--- src/rtl/riscv_wb_pkg.sv ---
// Shared writeback-stage definitions: select encoding, datapath widths and
// the sequencer state type.
package riscv_wb_pkg;

  localparam int XLEN    = 32;
  localparam int MLEN    = 128;
  localparam int NW      = MLEN / XLEN;
  localparam int REG_AW  = 5;
  localparam int MREG_AW = 3;

  localparam logic [1:0] WSEL_NONE   = 2'b00;
  localparam logic [1:0] WSEL_SCALAR = 2'b01;
  localparam logic [1:0] WSEL_MSPLIT = 2'b10;
  localparam logic [1:0] WSEL_MREG   = 2'b11;

  typedef enum logic [0:0] {
    ST_IDLE  = 1'b0,
    ST_BURST = 1'b1
  } wb_state_e;

endpackage

--- src/rtl/wb_writeback_seq.sv ---
// Writeback sequencer: turns the MEM/WB bundle into scalar / matrix register
// file writes, spreading a matrix result over NW scalar registers when asked.
module wb_writeback_seq #(
  parameter int XLEN    = riscv_wb_pkg::XLEN,
  parameter int MLEN    = riscv_wb_pkg::MLEN,
  parameter int REG_AW  = riscv_wb_pkg::REG_AW,
  parameter int MREG_AW = riscv_wb_pkg::MREG_AW
) (
  input  logic               clk,
  input  logic               rst,
  input  logic [XLEN-1:0]    wb_mem_data,
  input  logic [XLEN-1:0]    wb_alu_o,
  input  logic [MLEN-1:0]    wb_matrix_o,
  input  logic [REG_AW-1:0]  wb_rd,
  input  logic               wb_mem2reg,
  input  logic [1:0]         wb_w_select,
  output logic               rf_we,
  output logic [REG_AW-1:0]  rf_waddr,
  output logic [XLEN-1:0]    rf_wdata,
  output logic               mrf_we,
  output logic [MREG_AW-1:0] mrf_waddr,
  output logic [MLEN-1:0]    mrf_wdata,
  output logic               wb_stall
);
  import riscv_wb_pkg::*;

  localparam int NW_L  = MLEN / XLEN;
  localparam int IDX_W = $clog2(NW_L);
  localparam int CAP_W = MLEN - XLEN;

  wb_state_e          state;
  logic [IDX_W-1:0]   idx;
  logic [REG_AW-1:0]  cap_rd;
  logic [CAP_W-1:0]   cap_words;
  logic [REG_AW-1:0]  burst_addr;
  logic               burst_last;

  // Captured words shift down each burst cycle, so the current word is always
  // the low XLEN bits.
  assign burst_addr = cap_rd + REG_AW'(idx);
  assign burst_last = (idx == IDX_W'(NW_L - 1));

  always_comb begin
    rf_we     = 1'b0;
    rf_waddr  = '0;
    rf_wdata  = '0;
    mrf_we    = 1'b0;
    mrf_waddr = '0;
    mrf_wdata = '0;
    wb_stall  = 1'b0;
    if (rst) begin
      case (state)
        ST_IDLE: begin
          case (wb_w_select)
            WSEL_SCALAR: begin
              rf_we    = (wb_rd != '0);
              rf_waddr = wb_rd;
              rf_wdata = wb_mem2reg ? wb_mem_data : wb_alu_o;
            end
            WSEL_MREG: begin
              mrf_we    = 1'b1;
              mrf_waddr = wb_rd[MREG_AW-1:0];
              mrf_wdata = wb_matrix_o;
            end
            WSEL_MSPLIT: begin
              rf_we    = (wb_rd != '0);
              rf_waddr = wb_rd;
              rf_wdata = wb_matrix_o[XLEN-1:0];
              wb_stall = 1'b1;
            end
            default: ;
          endcase
        end
        ST_BURST: begin
          rf_we    = (burst_addr != '0);
          rf_waddr = burst_addr;
          rf_wdata = cap_words[XLEN-1:0];
          wb_stall = !burst_last;
        end
        default: ;
      endcase
    end
  end

  // ---- burst sequencing state ----
  always_ff @(posedge clk) begin
    if (!rst) begin
      state     <= ST_IDLE;
      idx       <= '0;
      cap_rd    <= '0;
      cap_words <= '0;
    end else begin
      case (state)
        ST_IDLE: begin
          if (wb_w_select == WSEL_MSPLIT) begin
            state     <= ST_BURST;
            idx       <= IDX_W'(1);
            cap_rd    <= wb_rd;
            cap_words <= wb_matrix_o[MLEN-1:XLEN];
          end
        end
        ST_BURST: begin
          cap_words <= cap_words >> XLEN;
          if (burst_last) begin
            state <= ST_IDLE;
            idx   <= '0;
          end else begin
            idx <= idx + IDX_W'(1);
          end
        end
        default: begin
          state <= ST_IDLE;
          idx   <= '0;
        end
      endcase
    end
  end

endmodule

--- config.mk ---
export PLATFORM = sky130hd
export DESIGN_NAME = wb_writeback_seq
export DESIGN_NICKNAME = d
export VERILOG_FILES = /design/src/rtl/riscv_wb_pkg.sv /design/src/rtl/wb_writeback_seq.sv
export SDC_FILE = /design/constraint.sdc
export NUM_CORES = 1
export LEC_CHECK = 0
export CELL_PAD_IN_SITES_DETAIL_PLACEMENT = 2
export CELL_PAD_IN_SITES_GLOBAL_PLACEMENT = 2
export CORE_UTILIZATION = 22
export CTS_BUF_LIST = sky130_fd_sc_hd__clkbuf_8
export DETAILED_ROUTE_END_ITERATION = 6
export GPL_TIMING_DRIVEN = 0
export PLACE_DENSITY_LB_ADDON = 0.08
export SETUP_SLACK_MARGIN = 0.15
export SLEW_MARGIN = 20
export SYNTH_ARGS = -nofsm -noshare
export SYNTH_HDL_FRONTEND = slang
export SYNTH_SLANG_ARGS = --single-unit
--- constraint.sdc ---
create_clock -name clk -period 3 [get_ports clk]
set_input_delay 0.9 -clock clk [delete_from_list [all_inputs] [get_ports clk]]
set_output_delay 0.9 -clock clk [all_outputs]
set_load 0.005 [all_outputs]
### Word-level counts from Yosys, hierarchy flattened

Cells that the tools add are included.

* register bits: 104
* output and inout port bits: 171
* word-level logic and storage cells: 46

* add/subtract/negate cells: 2
* equality and inequality tests: 5
* muxes and demuxes: 29
* bitwise operators: 1
* reduce and logical (&&, ||, !) cells: 5

Operators by type and width (count)
* 128-bit two-way mux: 3
* 96-bit one-hot mux with 2 select lines: 1
* 32-bit one-hot mux with 2 select lines: 2
* 96-bit two-way mux: 1
* 32-bit two-way mux: 2
* 5-bit two-way mux: 2
* 5-bit one-hot mux with 2 select lines: 1
* 5-bit nonzero test: 2
* 3-bit two-way mux: 3
* 1-bit two-way mux: 8
* 2-bit equality test (second input constant): 3
* 1-bit one-hot mux with 2 select lines: 3
* 5-bit by 2-bit adder with 5-bit output: 1
* 2-bit two-way mux: 2
* 2-bit one-hot mux with 2 select lines: 1
* 2-bit by 1-bit adder with 2-bit output (second input constant): 1
* 2-bit by 1-bit equality test with 1-bit output (second input constant): 1
* 2-bit inequality test (second input constant): 1
* 2-bit AND reduction: 1
* 2-bit OR reduction: 1
* 1-bit logical NOT: 1
* 1-bit inverter: 1

### Longest topological paths before layout

* word-level depth: 5
* gate-level depth with buffers: 8
* mapped depth without buffers: 6

### Worst setup path before layout

Ideal clock, no wire load.

* kind: input to output
* from: input wb_w_select[0]
* to: output rf_wdata[0]
* arrival: 1.968 ns
* data required time: 2.100 ns
* slack: 0.132 ns
* stages on the path: 6
* cells stage by stage: inv_1 ha_1 nor2_1 buf_2 a22oi_1 nor2b_1

* word-level cells in the longest chain between the ends: 4

RTL lines
* start, declared: RTL line wb_writeback_seq.sv:16 `input logic [1:0] wb_w_select,`
* 2-bit equality test or 2-bit by 1-bit equality test with 1-bit output (tied branches): RTL line wb_writeback_seq.sv:54 `case (wb_w_select)`
* 32-bit one-hot mux with 2 select lines (*): RTL line wb_writeback_seq.sv:54
* 32-bit one-hot mux with 2 select lines (*): RTL line wb_writeback_seq.sv:52 `case (state)`
* 32-bit two-way mux (*): RTL line wb_writeback_seq.sv:51 `if (rst) begin`
* end, declared: RTL line wb_writeback_seq.sv:19 `output logic [XLEN-1:0] rf_wdata,`

Mark *: on every way between the ends. The rest lies on a longest branch, timed or not.

### Worst setup path after layout

* from: input wb_w_select[0]
* to: output rf_wdata[31]

Same word-level chain as after synthesis.

==> results by stage <==
Outcome:
- The flow ran to the end, but the final reports show violations.
- The final reports fail on setup timing.

Logic synthesis:
- The number of instances in the synthesized netlist is 822.
- The post-synthesis net count is 1031.
- The most used flip-flop cell after synthesis is sky130_fd_sc_hd__dfxtp_1.
- The post-synthesis cell type count is 32.
- The synthesized design contains 0 enable-type register cells.
- By count the netlist is led by 196 x sky130_fd_sc_hd__and2_1, 104 x sky130_fd_sc_hd__dfxtp_1, 101 x sky130_fd_sc_hd__mux2i_1.
- The flip-flop and latch count after synthesis is roughly 100.
- Yosys attributes the largest share of cell area to sky130_fd_sc_hd__dfxtp_1 29%, sky130_fd_sc_hd__and2_1 17%, sky130_fd_sc_hd__mux2i_1 14%, sky130_fd_sc_hd__mux2_4 6.3%, sky130_fd_sc_hd__a22oi_2 5.1%.
- The sequential cell area fraction in the yosys report is 29.1%.
- The total of warnings raised by yosys is 0.
- After synthesis the cells add up to ~0.0072 sq mm.
- sky130_fd_sc_hd__dfxtp_1 takes more of the synthesized area than any other cell.
- Of all flip-flops after synthesis, the portion carrying an async set or reset was 0%.
- The leading cell type by number of instances after synthesis is sky130_fd_sc_hd__and2_1.
- The area share of the largest cell type after synthesis is slightly below 30%.
- The post-synthesis area per instance is between 8 and 9 sq um.

Die:
- The region available for standard cell placement spans 0.0318 sq mm.
- Once the floorplan was initialized, standard cells occupied between 20% and 30% of the core.
- Measured along the x axis, the die boundary spans ~180 um.
- The die covers 0.0332 sq mm.
- The number of I/O pins is between 300 and 400.
- The die boundary height is about 180 um.
- The number of rows in the core area is 65.

Power:
- For this design the static power due to leakage is between 5 and 6 nW.
- VDD sags by at most between 150 and 200 uV.
- The power density over the cells is around 290 mW/mm^2.
- The power consumption is between 3 and 4 mW.

Global route:
- The leftover overflow at the end of global routing is 0.
- The layer flagged by global routing as most heavily used is met2.
- The fraction of met1 tracks used by global routing is between 20 and 30%.
- The met2 layer usage reported by global route is between 30% and 40%.
- Entering global routing, the biggest net connects 19 pins.
- The first global-routing pass estimated 51800 um of wire.
- In the global route stage, overall resource usage came out at a little over a fifth.
- The number of global-route vias before repair came to ~8400.
- Global routing used between 3 and 4% of the available met3 tracks.
- The number of antenna violations at the first check in global routing is 2.

Routing:
- The number of remaining DRC errors is 0.
- For this run, the detailed router's first-pass iteration total came to 4.
- Detailed routing inserted a total of around 7600 vias.
- The number of design-rule violations left by the first detailed-router iteration is 208.
- The residual antenna-violating net count after detailed routing is 0.
- The sum of routed wire length over all layers is 35400 um.
- The average routed wire per standard cell is about 21 um.
- Dividing the detail-routed via count by the number of cells gives around 4.5.

Timing:
- The final clock skew is roughly 0.012 ns.
- At the pin with the least slew margin, the transition time is roughly 0.56 ns.
- The number of max-slew violations in the final report is 0.
- After layout, the worst path uses 102% of the clock period.
- The fmax is roughly 0.33 GHz.
- The number of hold-slack violations in the final timing report is 0.
- The worst slew margin relative to its limit is around 63%.
- The setup TNS after final layout is -0.317 ns.
- Hold timing on the final database bottoms out at a slack of between 0.5 and 0.6 ns.
- The post-layout worst setup margin is -0.0719 ns.
- Setup repair after global routing could not meet its margin everywhere.
- The post-layout minimum cycle time is 3.07 ns.
- Setup violations remaining at the end of the flow were counted as 6.

Setup path:
- The data arrival time of the worst path is 2.17 ns.
- The endpoint class of the critical path is an output pin.
- The endpoint required time on the critical path is around 2.1 ns.
- Of all nets on the critical path, the largest fanout is 7.
- The setup slack on the worst flop-to-flop path is roughly 1.3 ns.
- By startpoint and endpoint, the worst setup path is classified as input pin to output pin.
- The type of element launching the critical path is an input pin.

CTS:
- Counting the buffers created by CTS gives 9.
- The clock tree from TritonCTS is done.
- The count of hold-fix buffers inserted at cts is 0.
- The clock reaches the later pin of the worst-skew pair after ~0.39 ns.
- The maximum level of the CTS H-tree is 3.
- The number of clock sinks seen by CTS is 104.
- Clock-pin slew was measured on the worst setup and hold paths at roughly 0.11 ns.
- The buffer cell driving the clock tree root is sky130_fd_sc_hd__clkbuf_8.
- In this run the deepest clock path goes through 2 buffers.

Placement:
- The standard cell area after detailed placement is 0.0114 sq mm.
- The number of placed instances, taps included, is about 1600.
- Input and output buffers added on the ports amount to approximately 370.
- Prior to clock tree synthesis, the placed netlist has a worst setup slack of -1.45 ns.
- The detailed-placement wirelength estimate is between 20000 and 30000 um.
- Routability-driven placement finished with a final weighted congestion of ~0.77.

Final layout:
- The finished layout holds ~1700 standard cells, fillers aside.
- The combined area of the multi-input logic cells is just over 0.005 sq mm.
- The layout has 3378 filler cells.
- Cells with a size suffix above 1 make up between 40% and 50% of the layout.
- After routing the design area is about 0.013 sq mm.
- The final layout net count is about 1500.
- The utilization of the core after routing is 41.8%.
- In the final layout, flip-flops and latches occupy roughly 0.0021 sq mm.
- From synthesis to final layout, the design area changed by 85.7%.

Min path:
- The class of the worst hold path is register to register.

Run:
- Max-cap violations in this run came to 0.
[area by class of cell]
class | count | area share (%)
inverter | 3 | 0.122
tap | 435 | 4.10
buffer | 74 | 6.03
clock inverter | 6 | 0.575
antenna | 2 | 0.0377
timing repair buffer | 428 | 33.8
clock buffer | 10 | 1.04
multi-input combinational | 639 | 38.6
sequential | 104 | 15.7
[flip-flops by register name (all words and copies together), names as in the netlist]
| name | count |
|---|---|
| cap_rd | 5 |
| cap_words | 96 |
| idx | 2 |
| state | 1 |
[worst paths after layout]
kind	cells after the start	startpoint	end
worst max-delay path	9	wb_w_select[0]	rf_wdata[31]
worst min-delay path	2	cap_words[71]$_SDFFE_PN0P_	cap_words[71]$_SDFFE_PN0P_
worst max register to register	8	state$_SDFF_PN0_	cap_words[45]$_SDFFE_PN0P_
worst min register to register	2	cap_words[71]$_SDFFE_PN0P_	cap_words[71]$_SDFFE_PN0P_
[cells in the final DEF (no fill, tap or decap), types with 43 or more instances in the layout]
| master | instances |
|---|---|
| sky130_fd_sc_hd__buf_2 | 51 |
| sky130_fd_sc_hd__and2_1 | 74 |
| sky130_fd_sc_hd__mux2i_1 | 101 |
| sky130_fd_sc_hd__and2_4 | 122 |
| sky130_fd_sc_hd__nand2_1 | 66 |
| sky130_fd_sc_hd__nor2b_1 | 43 |
| sky130_fd_sc_hd__dfxtp_1 | 101 |
| sky130_fd_sc_hd__clkdlybuf4s50_1 | 128 |
| sky130_fd_sc_hd__dlygate4sd2_1 | 60 |
| sky130_fd_sc_hd__o21ai_0 | 64 |
| sky130_fd_sc_hd__buf_6 | 135 |
[per-layer routing]
layer	share of wire (%)	wire length, um	up-vias
met4	0.96	341	0
met3	4.3	1510	19
met5	0	0	-
met2	52	18400	209
li1	-	-	3661
met1	43	15200	3741
[worst max-delay path: stages]
cell and delay (ns):
sky130_fd_sc_hd__buf_12 0.10, sky130_fd_sc_hd__inv_6 0.03, sky130_fd_sc_hd__ha_4 0.15, sky130_fd_sc_hd__buf_12 0.15, sky130_fd_sc_hd__buf_12 0.14, sky130_fd_sc_hd__a22o_4 0.25
sky130_fd_sc_hd__a22oi_2 0.24, sky130_fd_sc_hd__nor2b_1 0.08, sky130_fd_sc_hd__buf_2 0.13
[report_power, final]
part | switching, mW | total (mW) | internal (mW)
logic | 0.568 | 1.37 | 0.806
clock network | 0.564 | 0.987 | 0.423
registers | 0.0523 | 1.50 | 1.45
total | 1.18 | 3.87 | 2.68
[kinds of logic (layout without fill, tap and decap cells)]
family,count (synthesis),count (layout),share of synthesized area (%)
buf+inv,79,521,6.03
mux,133,133,20.7
flops,104,104,29.1
other cells,0,2,0
fa+ha+maj,7,7,1.33
simple gates,355,355,27.6
xor+xnor,3,3,0.367
compound gates,141,141,14.9
[repair_timing]
action | in CTS | in global routing
gates cloned | 12 | 2
buffers inserted | 35 | 9
pin swaps | 127 | 62
resized for setup | 1013 | 164
endpoints found under the setup margin | 171 | 163
No activity file was read; power rests on OpenSTA's default activity.
